--- config.mk ---
export PLATFORM = sky130hd
export DESIGN_NAME = vdcorput_stream_div
export DESIGN_NICKNAME = d
export VERILOG_FILES = /design/src/rtl/vdc_pkg.sv /design/src/rtl/vdc_seq_div.sv /design/src/rtl/vdcorput_stream_div.sv
export SDC_FILE = /design/constraint.sdc
export NUM_CORES = 2
export LEC_CHECK = 0
export CAP_MARGIN = 20
export CORE_MARGIN = 1
export CORE_UTILIZATION = 50
export CTS_BUF_LIST = sky130_fd_sc_hd__clkbuf_4
export DETAILED_ROUTE_END_ITERATION = 6
export GPL_TIMING_DRIVEN = 0
export PLACE_DENSITY = 0.81
export SYNTH_ARGS = -nofsm -noshare
export SYNTH_HDL_FRONTEND = slang
export SYNTH_SLANG_ARGS = --single-unit
--- constraint.sdc ---
create_clock -name clk -period 13.7 [get_ports clk]
set_input_delay 2.74 -clock clk [delete_from_list [all_inputs] [get_ports clk]]
set_output_delay 2.74 -clock clk [all_outputs]
set_load 0.05 [all_outputs]
--- src/rtl/vdc_pkg.sv ---
// Shared types and width helpers for the streaming Van der Corput generator.
package vdc_pkg;

  typedef enum logic [2:0] {
    StIdle,
    StDigGo,
    StDigWait,
    StFrcGo,
    StFrcWait,
    StOut
  } vdc_state_e;

  // Width of the reversed integer R and the power P = base^ndigits.
  function automatic int unsigned vdc_pw(input int unsigned width, input int unsigned base_w);
    return width + base_w;
  endfunction

  // Dividend width of the shared divider: the fraction divide needs R << FRAC.
  function automatic int unsigned vdc_div_nw(input int unsigned frac, input int unsigned pw);
    return frac + pw;
  endfunction

  function automatic int unsigned vdc_cnt_w(input int unsigned nw);
    return $clog2(nw + 1);
  endfunction

endpackage

--- src/rtl/vdc_seq_div.sv ---
// Restoring sequential divider, one quotient bit per cycle. The first bit is
// resolved on the start edge, so an nbits-wide divide takes nbits edges.
module vdc_seq_div
  import vdc_pkg::*;
#(
  parameter int unsigned NW = 56,
  parameter int unsigned DW = 40,
  parameter int unsigned CW = 6
) (
  input  logic          clk,
  input  logic          rst,
  input  logic          start,
  input  logic [NW-1:0] dividend,
  input  logic [DW-1:0] divisor,
  input  logic [CW-1:0] nbits,
  output logic [NW-1:0] quot,
  output logic [DW-1:0] rem,
  output logic          done
);

  logic [NW-1:0] dvd_q, dvd_d, quot_q, quot_d;
  logic [DW-1:0] rem_q, rem_d, dsr_q, dsr_d;
  logic [CW-1:0] cnt_q, cnt_d;
  logic          done_q, done_d;

  logic [NW-1:0] src_dvd, src_quot;
  logic [DW-1:0] src_rem, src_dsr;
  logic [DW:0]   trial;
  logic [CW-1:0] shamt;
  logic          fire;

  always_comb begin
    // Left-align the significant dividend bits so the MSB is always consumed first.
    shamt    = CW'(NW) - nbits;
    fire     = start | (cnt_q != '0);
    src_dvd  = start ? (dividend << shamt) : dvd_q;
    src_quot = start ? '0 : quot_q;
    src_rem  = start ? '0 : rem_q;
    src_dsr  = start ? divisor : dsr_q;
    trial    = {src_rem, src_dvd[NW-1]};

    dvd_d  = dvd_q;
    quot_d = quot_q;
    rem_d  = rem_q;
    dsr_d  = dsr_q;
    cnt_d  = cnt_q;
    done_d = 1'b0;

    if (fire) begin
      if (trial >= {1'b0, src_dsr}) begin
        rem_d  = DW'(trial - {1'b0, src_dsr});
        quot_d = {src_quot[NW-2:0], 1'b1};
      end else begin
        rem_d  = trial[DW-1:0];
        quot_d = {src_quot[NW-2:0], 1'b0};
      end
      dvd_d  = src_dvd << 1;
      dsr_d  = src_dsr;
      cnt_d  = start ? (nbits - CW'(1)) : (cnt_q - CW'(1));
      done_d = (cnt_d == '0);
    end
  end

  always_ff @(posedge clk or posedge rst) begin
    if (rst) begin
      dvd_q  <= '0;
      quot_q <= '0;
      rem_q  <= '0;
      dsr_q  <= '0;
      cnt_q  <= '0;
      done_q <= 1'b0;
    end else begin
      dvd_q  <= dvd_d;
      quot_q <= quot_d;
      rem_q  <= rem_d;
      dsr_q  <= dsr_d;
      cnt_q  <= cnt_d;
      done_q <= done_d;
    end
  end

  assign quot = quot_q;
  assign rem  = rem_q;
  assign done = done_q;

endmodule

--- src/rtl/vdcorput_stream_div.sv ---
// Streaming Van der Corput generator with runtime base: emits seed_count exact
// points floor(R*2^FRAC/P) for consecutive indices, with valid/ready output.
module vdcorput_stream_div
  import vdc_pkg::*;
#(
  parameter int unsigned WIDTH  = 32,
  parameter int unsigned FRAC   = 32,
  parameter int unsigned BASE_W = 8
) (
  input  logic              clk,
  input  logic              rst,
  input  logic              seed_valid,
  output logic              seed_ready,
  input  logic [WIDTH-1:0]  seed_k,
  input  logic [BASE_W-1:0] seed_base,
  input  logic [WIDTH-1:0]  seed_count,
  output logic              out_valid,
  input  logic              out_ready,
  output logic [FRAC-1:0]   out_data,
  output logic [WIDTH-1:0]  out_k,
  output logic              out_last,
  output logic              err_base
);

  localparam int unsigned PW = vdc_pw(WIDTH, BASE_W);
  localparam int unsigned NW = vdc_div_nw(FRAC, PW);
  localparam int unsigned CW = vdc_cnt_w(NW);

  vdc_state_e        state_q, state_d;
  logic [WIDTH-1:0]  k_q, k_d, kw_q, kw_d, remaining_q, remaining_d;
  logic [BASE_W-1:0] base_q, base_d;
  logic [PW-1:0]     r_q, r_d, p_q, p_d;
  logic [FRAC-1:0]   data_q, data_d;
  logic              err_q, err_d;

  logic [PW-1:0]     base_ext;
  logic [WIDTH-1:0]  k_inc;
  logic              div_start, div_done;
  logic [NW-1:0]     div_dividend, div_quot;
  logic [PW-1:0]     div_divisor, div_rem;
  logic [CW-1:0]     div_nbits;
  logic              unused_div;

  assign base_ext   = PW'(base_q);
  assign k_inc      = k_q + WIDTH'(1);
  assign unused_div = ^div_quot;

  vdc_seq_div #(
    .NW(NW),
    .DW(PW),
    .CW(CW)
  ) u_div (
    .clk      (clk),
    .rst      (rst),
    .start    (div_start),
    .dividend (div_dividend),
    .divisor  (div_divisor),
    .nbits    (div_nbits),
    .quot     (div_quot),
    .rem      (div_rem),
    .done     (div_done)
  );

  always_comb begin
    state_d      = state_q;
    k_d          = k_q;
    kw_d         = kw_q;
    remaining_d  = remaining_q;
    base_d       = base_q;
    r_d          = r_q;
    p_d          = p_q;
    data_d       = data_q;
    err_d        = 1'b0;
    div_start    = 1'b0;
    div_dividend = '0;
    div_divisor  = '0;
    div_nbits    = '0;

    case (state_q)
      StIdle: begin
        if (seed_valid) begin
          err_d       = (seed_base < BASE_W'(2));
          k_d         = seed_k;
          kw_d        = seed_k;
          base_d      = seed_base;
          remaining_d = seed_count;
          r_d         = '0;
          p_d         = PW'(1);
          if ((seed_base >= BASE_W'(2)) && (seed_count != '0)) begin
            state_d = (seed_k == '0) ? StFrcGo : StDigGo;
          end
        end
      end
      StDigGo: begin
        div_start    = 1'b1;
        div_dividend = NW'(kw_q);
        div_divisor  = base_ext;
        div_nbits    = CW'(WIDTH);
        state_d      = StDigWait;
      end
      StDigWait: begin
        if (div_done) begin
          r_d     = r_q * base_ext + div_rem;
          p_d     = p_q * base_ext;
          kw_d    = div_quot[WIDTH-1:0];
          state_d = (div_quot[WIDTH-1:0] == '0) ? StFrcGo : StDigGo;
        end
      end
      StFrcGo: begin
        // R < P, so the quotient of (R << FRAC) / P fits in FRAC bits.
        div_start    = 1'b1;
        div_dividend = {r_q, {FRAC{1'b0}}};
        div_divisor  = p_q;
        div_nbits    = CW'(NW);
        state_d      = StFrcWait;
      end
      StFrcWait: begin
        if (div_done) begin
          data_d  = div_quot[FRAC-1:0];
          state_d = StOut;
        end
      end
      StOut: begin
        if (out_ready) begin
          if (remaining_q > WIDTH'(1)) begin
            k_d         = k_inc;
            kw_d        = k_inc;
            remaining_d = remaining_q - WIDTH'(1);
            r_d         = '0;
            p_d         = PW'(1);
            state_d     = (k_inc == '0) ? StFrcGo : StDigGo;
          end else begin
            state_d = StIdle;
          end
        end
      end
      default: state_d = StIdle;
    endcase
  end

  always_ff @(posedge clk or posedge rst) begin
    if (rst) begin
      state_q     <= StIdle;
      k_q         <= '0;
      kw_q        <= '0;
      remaining_q <= '0;
      base_q      <= '0;
      r_q         <= '0;
      p_q         <= '0;
      data_q      <= '0;
      err_q       <= 1'b0;
    end else begin
      state_q     <= state_d;
      k_q         <= k_d;
      kw_q        <= kw_d;
      remaining_q <= remaining_d;
      base_q      <= base_d;
      r_q         <= r_d;
      p_q         <= p_d;
      data_q      <= data_d;
      err_q       <= err_d;
    end
  end

  assign seed_ready = (state_q == StIdle);
  assign out_valid  = (state_q == StOut);
  assign out_data   = data_q;
  assign out_k      = k_q;
  assign out_last   = out_valid && (remaining_q == WIDTH'(1));
  assign err_base   = err_q;

endmodule
==> flow_metrics.py <==
metrics = {
    "timing": {
        "fin_crit_sh_pct": 56.9,
        "worstMarginPinSlew_ns": 1.15,
        "fmax_ghz": 0.128,
        "finClkSkew_ns": 0.0874,
        "min_period_ns": 7.79,
        "final.setup.tns_ns": 0,
        "final-hold-violation-count": 0,
        "drv_slew": 0,
        "rsz0062_at_grt": "no",
        "slew_headroom_pct": 23.6,
        "setup_viol": 0,
    },
    "logic_synthesis": {
        "ys_seq_elements": 411,
        "seq_area_frac_synth_pct": 25.9,
        "synth_fp_nets": 5278,
        "yosysWarnings": 0,
        "avgSynthCellArea_sq_um": 8.62,
        "synth-async-reset-ratio_pct": 100,
        "synth_cell_types": 82,
        "syn_inst": 4611,
        "synth_edf_count": 0,
        "synth_area_sq_mm": 0.0398,
        "ys.flop_type": "dfrtp_1",
    },
    "drt": {
        "routedWlPerCell_um": 20.2,
        "drc": 0,
        "antenna_left": 0,
        "firstDrtPassIters": 7,
        "wirelength_mm": 122,
        "route.vias.total": 34495,
        "drt_iter0_markers": 3320,
        "vias_per_cell": 5.73,
    },
    "critical_path": {
        "crit_top_cell": "fa_1",
        "cp-start-kind": "flop",
        "critPathMaxStageDelay_ns": 0.78,
        "critPathKind": "reg2reg",
        "cpMaxStageDelayCell": "clkbuf_1",
        "path_buf_inv": 5,
        "crit_required_ns": 14.46,
        "regToRegSetupSlack_ns": 5.91,
        "arrival_ns": 8.56,
        "end_kind": "flop",
        "path_cells": "clkbuf_1 > clkbuf_1 > nand2_1 > fa_1 > fa_1 > inv_1 > fa_1 > inv_1 > fa_1 > inv_1 > ha_1 > a2111oi_4 > o31ai_1 > a311o_1 > a211oi_4 > o211ai_2 > o2111ai_2 > a21oi_2 > a31o_1 > a21o_1 > a21oi_2 > xor2_1 > o21ai_1",
        "critical-path-top-delay-family": "adder cells",
        "cp_max_fo": 10,
    },
    "grt": {
        "grt_overflow_total": 0,
        "grt_usage_pct": 30.5,
        "grt_pass1_vias": 35510,
        "grt_max_degree": 43,
        "antenna_found_initial": 5,
        "grt_pass1_wl_mm": 193,
    },
    "placed_design": {
        "gp_congestion": 0.978,
        "post-dp-hpwl_mm": 95.3,
        "place_area_sq_mm": 0.0427,
        "io_buffer_count": 143,
    },
    "clock_network": {
        "root_buffer": "clkbuf_4",
        "clkTransAtPathRegs_ns": 0.07,
        "post_cts_resized": 0,
        "insertion_delay_ns": 0.96,
        "cts_tree": "yes",
        "cts_setup_buffers": 0,
        "cts_buffers": 111,
        "cts.sinks": 411,
        "cts.hold.buffers_added": 0,
        "cts.htree.levels": 3,
        "clk_path_buf_depth": 3,
    },
    "power": {
        "vdd_drop_max_mv": 0.128,
        "total_power_mw": 12.1,
        "leakage_nw": 21.2,
        "powerDensity_mw_per_mm2": 274,
    },
    "final_layout": {
        "final_util_pct": 56.0,
        "drive_above_1_share_pct": 5.40,
        "area_growth_pct": 11.2,
        "nFillCells": 7111,
        "fin_nets": 5546,
        "final_cell_area_sq_mm": 0.0442,
    },
    "floorplanning": {
        "die-area_sq_mm": 0.0806,
        "coreArea_sq_mm": 0.0789,
        "dieHeight_um": 284,
        "rows": 103,
        "start_util_pct": 50.4,
        "die_width_um": 284,
        "ios": 144,
    },
    "run": {
        "cap_violations": 0,
    },
    "hold_path": {
        "min_path_type": "reg2reg",
    },
    "run_status": {
        "outcome": "complete, no violations",
    },
}
## synthesized netlist by cell type (22+ instances only)
cell / instances / share of area, %
a21o_1: 57 / 1.1
a31oi_1: 23 / 0.36
and2_1: 477 / 7.5
o21ai_0: 185 / 2.3
a221oi_1: 32 / 0.71
dfrtp_1: 411 / 26
o21a_1: 33 / 0.62
nor3_1: 73 / 0.92
a21oi_1: 305 / 3.8
nand4_1: 26 / 0.41
clkbuf_1: 246 / 2.3
inv_1: 594 / 5.6
xor2_1: 67 / 1.5
nand2b_1: 22 / 0.35
o21ai_1: 79 / 0.99
nand3_1: 106 / 1.3
nor4_1: 33 / 0.52
mux2_2: 40 / 1.1
nor2_1: 235 / 2.2
nand2_1: 600 / 5.7
xnor2_1: 95 / 2.1
mux2i_1: 46 / 1.2
ha_1: 144 / 4.5
fa_1: 447 / 23
## layout by cell type, fill, tap and decap left out, types with 40 or more instances in the layout
cell	n
a21o_1	57
o21ai_1	79
mux2_2	40
and2_1	477
a21oi_1	305
nand3_1	106
nor3_1	73
clkbuf_1	246
inv_1	593
mux2i_1	46
o21ai_0	185
xor2_1	67
dfrtp_1	411
xnor2_1	95
nand2_1	600
nor2_1	235
ha_1	144
clkbuf_4	162
fa_1	447
clkdlybuf4s50_1	143
## per-layer routing
metal / share of wire (%) / GRT usage, %
met5: 0.020 / 0
met4: 6.4 / 17.8
met3: 9.6 / 6.25
met2: 45 / 48.6
met1: 39 / 38.6
## through the flow
step / cells / hold WS, ns / setup slack (ns)
after floorplan: 4611 / 0.438 / 5.42
after global routing: 6013 / 0.483 / 5.69
final: 6015 / 0.467 / 5.91
after detailed placement: 5816 / 0.457 / 6.14
after global placement: 5804 / 0.450 / 2.39
after CTS: 6012 / 0.471 / 6.11
## tightest hold or removal path, delay by kind of cell, from the launching register on
| kind | cells | cell delay, ns |
|---|---|---|
| flops | 1 | 0.34 |
| simple gates | 2 | 0.10 |
## final cells by class
class	count	area, sq um	area share [%]
diodes	3	7.51	0.0170
well taps	1050	1310	2.97
flip-flops and latches	411	10300	23.3
clock buffers	162	1220	2.75
repair buffers	155	1670	3.79
clock inverters	34	229	0.518
plain buffers	283	1100	2.48
inverters	596	2240	5.07
multi-input cells	3321	26100	59.1
## sequential cells by signal, indices dropped and copies added (netlist names), 3 cells and up
signal / cells
u_div.rem: 40
u_div.dvd_q: 71
out_data: 32
kw_q: 32
remaining_q: 32
u_div.dsr_q: 40
p_q: 40
u_div.cnt_q: 7
base_q: 8
r_q: 40
u_div.quot: 32
out_k: 32
state_q: 3
## logic make-up (layout without fill, tap and decap cells)
family,count (synthesis),in the layout,synth area share (%)
XOR/XNOR,162,162,3.57
AND/OR/NAND/NOR,1634,1634,20.0
AO/OA/AOI/OAI,847,847,12.8
buffers and inverters,879,1230,8.39
other,0,3,0
flip-flops,411,411,25.9
multiplexers,87,87,2.32
adder cells (fa/ha/maj),591,591,27.0
## power by group
part	internal, mW	switching (mW)
Clock	0.598	0.581
Sequential	1.60	0.369
Combinational	3.33	5.62
## worst paths after layout
| kind | depth (start not counted) | end | startpoint |
|---|---|---|---|
| setup / recovery | 23 | p_q[38]$_DFFE_PP0P_ | base_q[7]$_DFFE_PP0P_ |
| hold / removal | 2 | u_div.dvd_q[24]$_DFFE_PP0P_ | u_div.dvd_q[24]$_DFFE_PP0P_ |
| setup reg to reg | 23 | p_q[38]$_DFFE_PP0P_ | base_q[7]$_DFFE_PP0P_ |
| hold reg to reg | 2 | u_div.dvd_q[24]$_DFFE_PP0P_ | u_div.dvd_q[24]$_DFFE_PP0P_ |
| max in group asynchronous | 7 | r_q[8]$_DFFE_PP0P_ | rst |
| min in group asynchronous | 2 | out_k[27]$_DFFE_PP0P_ | rst |
Note: power is estimated with default switching activity, not from simulation.
